### src/rtl/axil_cmd_master.sv
// Single-outstanding command interface to AXI-lite master bridge (no strobes, no resp codes).
// Define AXIL_MST_TIMEOUT_EN to enable the watchdog abort after TIMEOUT_CYCLES.
module axil_cmd_master #(
  parameter int ADDR_W         = 32,
  parameter int DATA_W         = 32,
  parameter int TIMEOUT_CYCLES = 256
) (
  input  logic              clk,
  input  logic              rst,
  input  logic              cmd_valid,
  output logic              cmd_ready,
  input  logic              cmd_write,
  input  logic [ADDR_W-1:0] cmd_addr,
  input  logic [DATA_W-1:0] cmd_wdata,
  output logic              rsp_valid,
  input  logic              rsp_ready,
  output logic [DATA_W-1:0] rsp_rdata,
  output logic              rsp_err,
  output logic              awvalid,
  output logic [ADDR_W-1:0] awaddr,
  input  logic              awready,
  output logic              wvalid,
  output logic [DATA_W-1:0] wdata,
  input  logic              wready,
  input  logic              bvalid,
  output logic              bready,
  output logic              arvalid,
  output logic [ADDR_W-1:0] araddr,
  input  logic              arready,
  input  logic              rvalid,
  input  logic [DATA_W-1:0] rdata,
  output logic              rready
);

  typedef enum logic [1:0] {IDLE, WRITE, READ, RESP} state_e;

  state_e              state_q, state_d;
  logic                awvalid_q, awvalid_d;
  logic                wvalid_q, wvalid_d;
  logic                bready_q, bready_d;
  logic                arvalid_q, arvalid_d;
  logic                rready_q, rready_d;
  logic [ADDR_W-1:0]   awaddr_q, awaddr_d;
  logic [ADDR_W-1:0]   araddr_q, araddr_d;
  logic [DATA_W-1:0]   wdata_q, wdata_d;
  logic [DATA_W-1:0]   rsp_rdata_q, rsp_rdata_d;
  logic                aw_done_q, aw_done_d;
  logic                w_done_q, w_done_d;
  logic                b_seen_q, b_seen_d;
  logic                ar_done_q, ar_done_d;
  logic                r_seen_q, r_seen_d;

  logic aw_hs, w_hs, b_hs, ar_hs, r_hs;
  logic wr_complete, rd_complete, complete, accept, expire;

  assign aw_hs  = awvalid_q & awready;
  assign w_hs   = wvalid_q & wready;
  assign b_hs   = bvalid & bready_q;
  assign ar_hs  = arvalid_q & arready;
  assign r_hs   = rvalid & rready_q;
  assign accept = (state_q == IDLE) & cmd_valid;

  // Completion includes handshakes landing in the current cycle.
  assign wr_complete = (state_q == WRITE) & (aw_done_q | aw_hs) & (w_done_q | w_hs) & (b_seen_q | b_hs);
  assign rd_complete = (state_q == READ) & (ar_done_q | ar_hs) & (r_seen_q | r_hs);
  assign complete    = wr_complete | rd_complete;

`ifdef AXIL_MST_TIMEOUT_EN
  localparam int CNT_W = $clog2(TIMEOUT_CYCLES + 1);

  logic [CNT_W-1:0] cnt_q;
  logic             rsp_err_q;

  assign expire  = ((state_q == WRITE) | (state_q == READ)) & (cnt_q == CNT_W'(TIMEOUT_CYCLES - 1));
  assign rsp_err = rsp_err_q;

  always_ff @(posedge clk or negedge rst) begin
    if (!rst) begin
      cnt_q     <= '0;
      rsp_err_q <= 1'b0;
    end else if (accept) begin
      cnt_q     <= '0;
      rsp_err_q <= 1'b0;
    end else if ((state_q == WRITE) | (state_q == READ)) begin
      cnt_q <= cnt_q + 1'b1;
      if (expire & ~complete) rsp_err_q <= 1'b1;
    end
  end
`else
  assign expire  = 1'b0;
  assign rsp_err = 1'b0;
`endif

  always_comb begin
    state_d     = state_q;
    awvalid_d   = awvalid_q;
    wvalid_d    = wvalid_q;
    bready_d    = bready_q;
    arvalid_d   = arvalid_q;
    rready_d    = rready_q;
    awaddr_d    = awaddr_q;
    araddr_d    = araddr_q;
    wdata_d     = wdata_q;
    rsp_rdata_d = rsp_rdata_q;
    aw_done_d   = aw_done_q;
    w_done_d    = w_done_q;
    b_seen_d    = b_seen_q;
    ar_done_d   = ar_done_q;
    r_seen_d    = r_seen_q;

    case (state_q)
      IDLE: begin
        if (cmd_valid) begin
          if (cmd_write) begin
            state_d   = WRITE;
            awaddr_d  = cmd_addr;
            wdata_d   = cmd_wdata;
            awvalid_d = 1'b1;
            wvalid_d  = 1'b1;
            bready_d  = 1'b1;
            aw_done_d = 1'b0;
            w_done_d  = 1'b0;
            b_seen_d  = 1'b0;
          end else begin
            state_d   = READ;
            araddr_d  = cmd_addr;
            arvalid_d = 1'b1;
            rready_d  = 1'b1;
            ar_done_d = 1'b0;
            r_seen_d  = 1'b0;
          end
        end
      end

      WRITE: begin
        if (aw_hs) begin
          awvalid_d = 1'b0;
          aw_done_d = 1'b1;
        end
        if (w_hs) begin
          wvalid_d = 1'b0;
          w_done_d = 1'b1;
        end
        if (b_hs) b_seen_d = 1'b1;
        if (wr_complete) begin
          state_d     = RESP;
          bready_d    = 1'b0;
          rsp_rdata_d = '0;
        end else if (expire) begin
          state_d     = RESP;
          awvalid_d   = 1'b0;
          wvalid_d    = 1'b0;
          bready_d    = 1'b0;
          rsp_rdata_d = '0;
        end
      end

      READ: begin
        if (ar_hs) begin
          arvalid_d = 1'b0;
          ar_done_d = 1'b1;
        end
        // Only the first beat is kept; rready stays high but a stray beat must not overwrite it.
        if (r_hs & ~r_seen_q) begin
          r_seen_d    = 1'b1;
          rsp_rdata_d = rdata;
        end
        if (rd_complete) begin
          state_d  = RESP;
          rready_d = 1'b0;
        end else if (expire) begin
          state_d     = RESP;
          arvalid_d   = 1'b0;
          rready_d    = 1'b0;
          rsp_rdata_d = '0;
        end
      end

      RESP: begin
        if (rsp_ready) state_d = IDLE;
      end

      default: state_d = IDLE;
    endcase
  end

  always_ff @(posedge clk or negedge rst) begin
    if (!rst) begin
      state_q     <= IDLE;
      awvalid_q   <= 1'b0;
      wvalid_q    <= 1'b0;
      bready_q    <= 1'b0;
      arvalid_q   <= 1'b0;
      rready_q    <= 1'b0;
      awaddr_q    <= '0;
      araddr_q    <= '0;
      wdata_q     <= '0;
      rsp_rdata_q <= '0;
      aw_done_q   <= 1'b0;
      w_done_q    <= 1'b0;
      b_seen_q    <= 1'b0;
      ar_done_q   <= 1'b0;
      r_seen_q    <= 1'b0;
    end else begin
      state_q     <= state_d;
      awvalid_q   <= awvalid_d;
      wvalid_q    <= wvalid_d;
      bready_q    <= bready_d;
      arvalid_q   <= arvalid_d;
      rready_q    <= rready_d;
      awaddr_q    <= awaddr_d;
      araddr_q    <= araddr_d;
      wdata_q     <= wdata_d;
      rsp_rdata_q <= rsp_rdata_d;
      aw_done_q   <= aw_done_d;
      w_done_q    <= w_done_d;
      b_seen_q    <= b_seen_d;
      ar_done_q   <= ar_done_d;
      r_seen_q    <= r_seen_d;
    end
  end

  assign cmd_ready = (state_q == IDLE);
  assign rsp_valid = (state_q == RESP);
  assign rsp_rdata = rsp_rdata_q;
  assign awvalid   = awvalid_q;
  assign awaddr    = awaddr_q;
  assign wvalid    = wvalid_q;
  assign wdata     = wdata_q;
  assign bready    = bready_q;
  assign arvalid   = arvalid_q;
  assign araddr    = araddr_q;
  assign rready    = rready_q;

endmodule
### config.mk
export PLATFORM = sky130hd
export DESIGN_NAME = axil_cmd_master
export DESIGN_NICKNAME = d
export VERILOG_FILES = /design/src/rtl/axil_cmd_master.sv
export SDC_FILE = /design/constraint.sdc
export NUM_CORES = 1
export LEC_CHECK = 0
export CORE_ASPECT_RATIO = 2
export CORE_MARGIN = 5
export CORE_UTILIZATION = 43
export DETAILED_ROUTE_END_ITERATION = 10
export MAX_ROUTING_LAYER = met4
export PLACE_DENSITY = 0.81
export SYNTH_ARGS = -nofsm -noshare
export SYNTH_HDL_FRONTEND = slang
export SYNTH_SLANG_ARGS = --single-unit
### constraint.sdc
create_clock -name clk -period 2.25 [get_ports clk]
set_input_delay 0.45 -clock clk [delete_from_list [all_inputs] [get_ports clk]]
set_output_delay 0.45 -clock clk [all_outputs]
set_load 0.03 [all_outputs]
==> impl_metrics.yaml <==
flow_run:
  cap_viol_max_count: 0
floorplanning:
  initial_utilization_pct: 43.71
  die_w_um: 91.50
  floorplan.die.height_um: 173.0
  row_count: 59
  design.portCount: 242
  core_area_mm2: 0.01307
  die_area_mm2: 0.01583
clocking:
  cts_sinks: 140
  cts_made_buffers: 17
  clk_latency_ns: 0.41
  clock_path_buffers: 2
  cts_tree: "built"
  cts_max_level: 4
  ctsRootBufferMaster: "clkbuf_16"
  post_cts.repair.setup_buffers: 0
  cts_resized: 1
  path_clk_slew_ns: 0.06
  post_cts_hold_buffer_count: 0
critical_path:
  r2r_start: "state_q[0]"
  crit_arrival_ns: 1.61
  cp_cell_sequence: "clkdlybuf4s50_1"
  crit_path_end_kind: "primary output"
  cp_data_required_time_ns: 1.80
  kind_of_cell_with_the_highest_combined_delay_on_the_critical_path: "buffers and inverters"
  timing.critical_path.slowest_stage_cell: "clkdlybuf4s50_1"
  path_buf_inv: 1
  ff2ff_path_depth: 7
  setup.worst_path.class: "reg2out"
  worst_setup_path_start_kind: "flip-flop"
  setup.worst_path.start: "rready"
  rrSetupSlack_ns: 0.32
  rr_endpoint: "state_q[1]"
  critPathCapture: "rready"
  critPathMaxFanout: 6
  critical_path_cell_count: 1
  critical-path-max-stage-delay_ns: 0.74
timing:
  setup_viol: 0
  layout_min_cycle_time_ns: 2.056
  maximum_clock_frequency_ghz: 0.4864
  timing.setup.tns_ns: 0
  worst_hold_slack_ns: 0.04536
  worst_pin_slew_ns: 0.8595
  unrepaired_setup_endpoints_after_global_routing: "false"
  finalClockSkew_ns: 0.009813
  max_slew_margin_pct: 42.70
  report.final.slew_viol_count: 0
  fin_crit_sh_pct: 91.37
  hold_viol: 0
power:
  power.leakage_nw: 4.068
  vdd_ir_drop_max_mv: 0.9425
  power_share_of_the_clock_group_pct: 20.8
  switching_share_pct: 41.34
  design_power_total_mw: 14.76
  pwr-share-comb_pct: 50.0
  internal_power_mw: 8.656
  power.sequential.fraction_pct: 29.2
  cell_area_power_density_mw_per_mm2: 1650
  net_switching_power_figure_mw: 6.100
synth:
  post_synth.cell_area_avg_um2: 10.18
  synth_cell_type_count: 32
  synth_instances: 561
  synth-edff-count: 0
  yosysWarnings: 0
  syn-cell-area_mm2: 0.005712
  synth.area.top_cells: "dfrtp_1 (61%), nand2_1 (15%), mux2_2 (6.3%), o31ai_1 (4.2%), o21ai_0 (2.7%)"
  syn-num-nets: 671
  ys_seq_elements: 140
  post-synth-top-area-fraction_pct: 61.34
  seq_area_frac_synth_pct: 61.34
  yosys_top_cell_by_area: "dfrtp_1"
  ys_async_sr_fraction_pct: 100.0
  synth_top_flop_cell: "dfrtp_1"
drt:
  drt_drc_violations_left: 0
  postRouteAntennaNets: 0
  route.detailed.vias_per_inst: 5.105
  avgRoutedWirePerCell_um: 17.67
  detail_route.wirelength_mm: 16.97
  dr.first_iter.drc_count: 164
  vias: 4901
  drt_pass1_iterations: 4
placement:
  count_of_input_and_output_buffers: 240
  detailed_place.area_mm2: 0.008287
  routabilityCongestion: 0.8844
  hpwlAfterDp_mm: 12.56
layout:
  nets: 905
  mostFrequentLayoutCell: "clkdlybuf4s50_1"
  area_growth_pct: 56.58
  post_route_cells_drive_above_1_share_pct: 10.66
  layout.cells.most_common_list: "clkdlybuf4s50_1 (237), nand2_1 (234), dfrtp_1 (140)"
  finalInstanceArea_mm2: 0.008944
global_route:
  grt_max_degree: 141
  antenna_violations_before_repair: 1
  grt_pass1_wl_mm: 26.67
  global_route.usage.total_pct: 22.07
  grt_overflow: 0
  via_count_of_the_first_global_routing_pass: 5133
run_status:
  run_status: "completed"
worst_hold_path:
  min-delay-path-class: "in2async"
[metrics by stage]
| stage | instances | worst slack [ns] | utilization (%) |
|---|---|---|---|
| after detailed placement | 928 | 0.1193 | 63.42 |
| after floorplan | 561 | 0.3314 | - |
| after global routing | 960 | 0.1402 | 68.45 |
| after CTS | 959 | 0.05491 | 68.41 |
| after global placement | 928 | 0.1754 | 63.42 |
| final | 960 | 0.1941 | 68.45 |
[worst min-delay path by stage]
| stage | start | endpoint | slack, ns | cells after the start |
|---|---|---|---|---|
| after global placement | wdata[6] | wdata[6] | 0.46 | 2 |
| after floorplan | rst | ar_done_q | 0.15 | 0 |
| after global routing | rst | araddr[19] | 0.21 | 2 |
| after detailed placement | wdata[18] | wdata[18] | 0.46 | 2 |
| after CTS | rst | araddr[7] | 0.18 | 2 |
| final | rst | araddr[20] | 0.05 | 2 |
[cell type report]
class                   count  area (µm²)
fillers                   972        4123
flip-flops and latches    140        3503
repair buffers            253        2552
multi-input cells         378        2023
clock buffers              18       439.2
clock inverters            13       214.0
well taps                 152       190.2
inverters                   5       18.77
diodes                      1       2.502
[power by group through the flow]
stage	Clock [mW]	Combinational [mW]	Sequential (mW)
2_1_floorplan	0	2.14	6.41
3_3_place_gp	0	7.26	4.28
3_5_place_dp	0	7.45	4.35
4_1_cts	3.13	7.47	4.32
5_1_grt	3.24	7.82	4.47
6_report	3.06	7.38	4.31
[per-layer routing]
metal / vias to the layer above / share of wire [%] / global-route usage (%)
met4: 0 / 6.0 / 14.55
met3: 58 / 5.4 / 4.870
met5: - / 0 / -
met2: 192 / 54 / 37.83
li1: 2314 / - / -
met1: 2337 / 34 / 22.03
[flip-flops by register name (all words and copies together) (netlist names), 2 cells and up]
signal     count
awaddr        32
araddr        32
state_q        2
wdata         32
rsp_rdata     32
[synthesized netlist by cell type (4+ instances only)]
| cell | count |
|---|---|
| o31ai_1 | 32 |
| o2bb2ai_1 | 4 |
| inv_1 | 5 |
| ha_1 | 4 |
| o21ai_0 | 31 |
| nor2_1 | 8 |
| clkbuf_1 | 19 |
| mux2_2 | 32 |
| dfrtp_1 | 140 |
| a31oi_1 | 6 |
| buf_2 | 16 |
| nand2_1 | 234 |
| a21oi_1 | 7 |
[cells by family (layout without fill, tap and decap cells)]
| kind of cell | after synthesis | in the layout | synth area share [%] |
|---|---|---|---|
| mux | 34 | 34 | 6.835 |
| simple gates | 251 | 251 | 17.28 |
| compound gates | 88 | 88 | 10.23 |
| fa+ha+maj | 4 | 4 | 0.8763 |
| other cells | 1 | 2 | 0.06565 |
| buf+inv | 43 | 289 | 3.374 |
| flops | 140 | 140 | 61.34 |
Power figures use the tool's default switching activity.
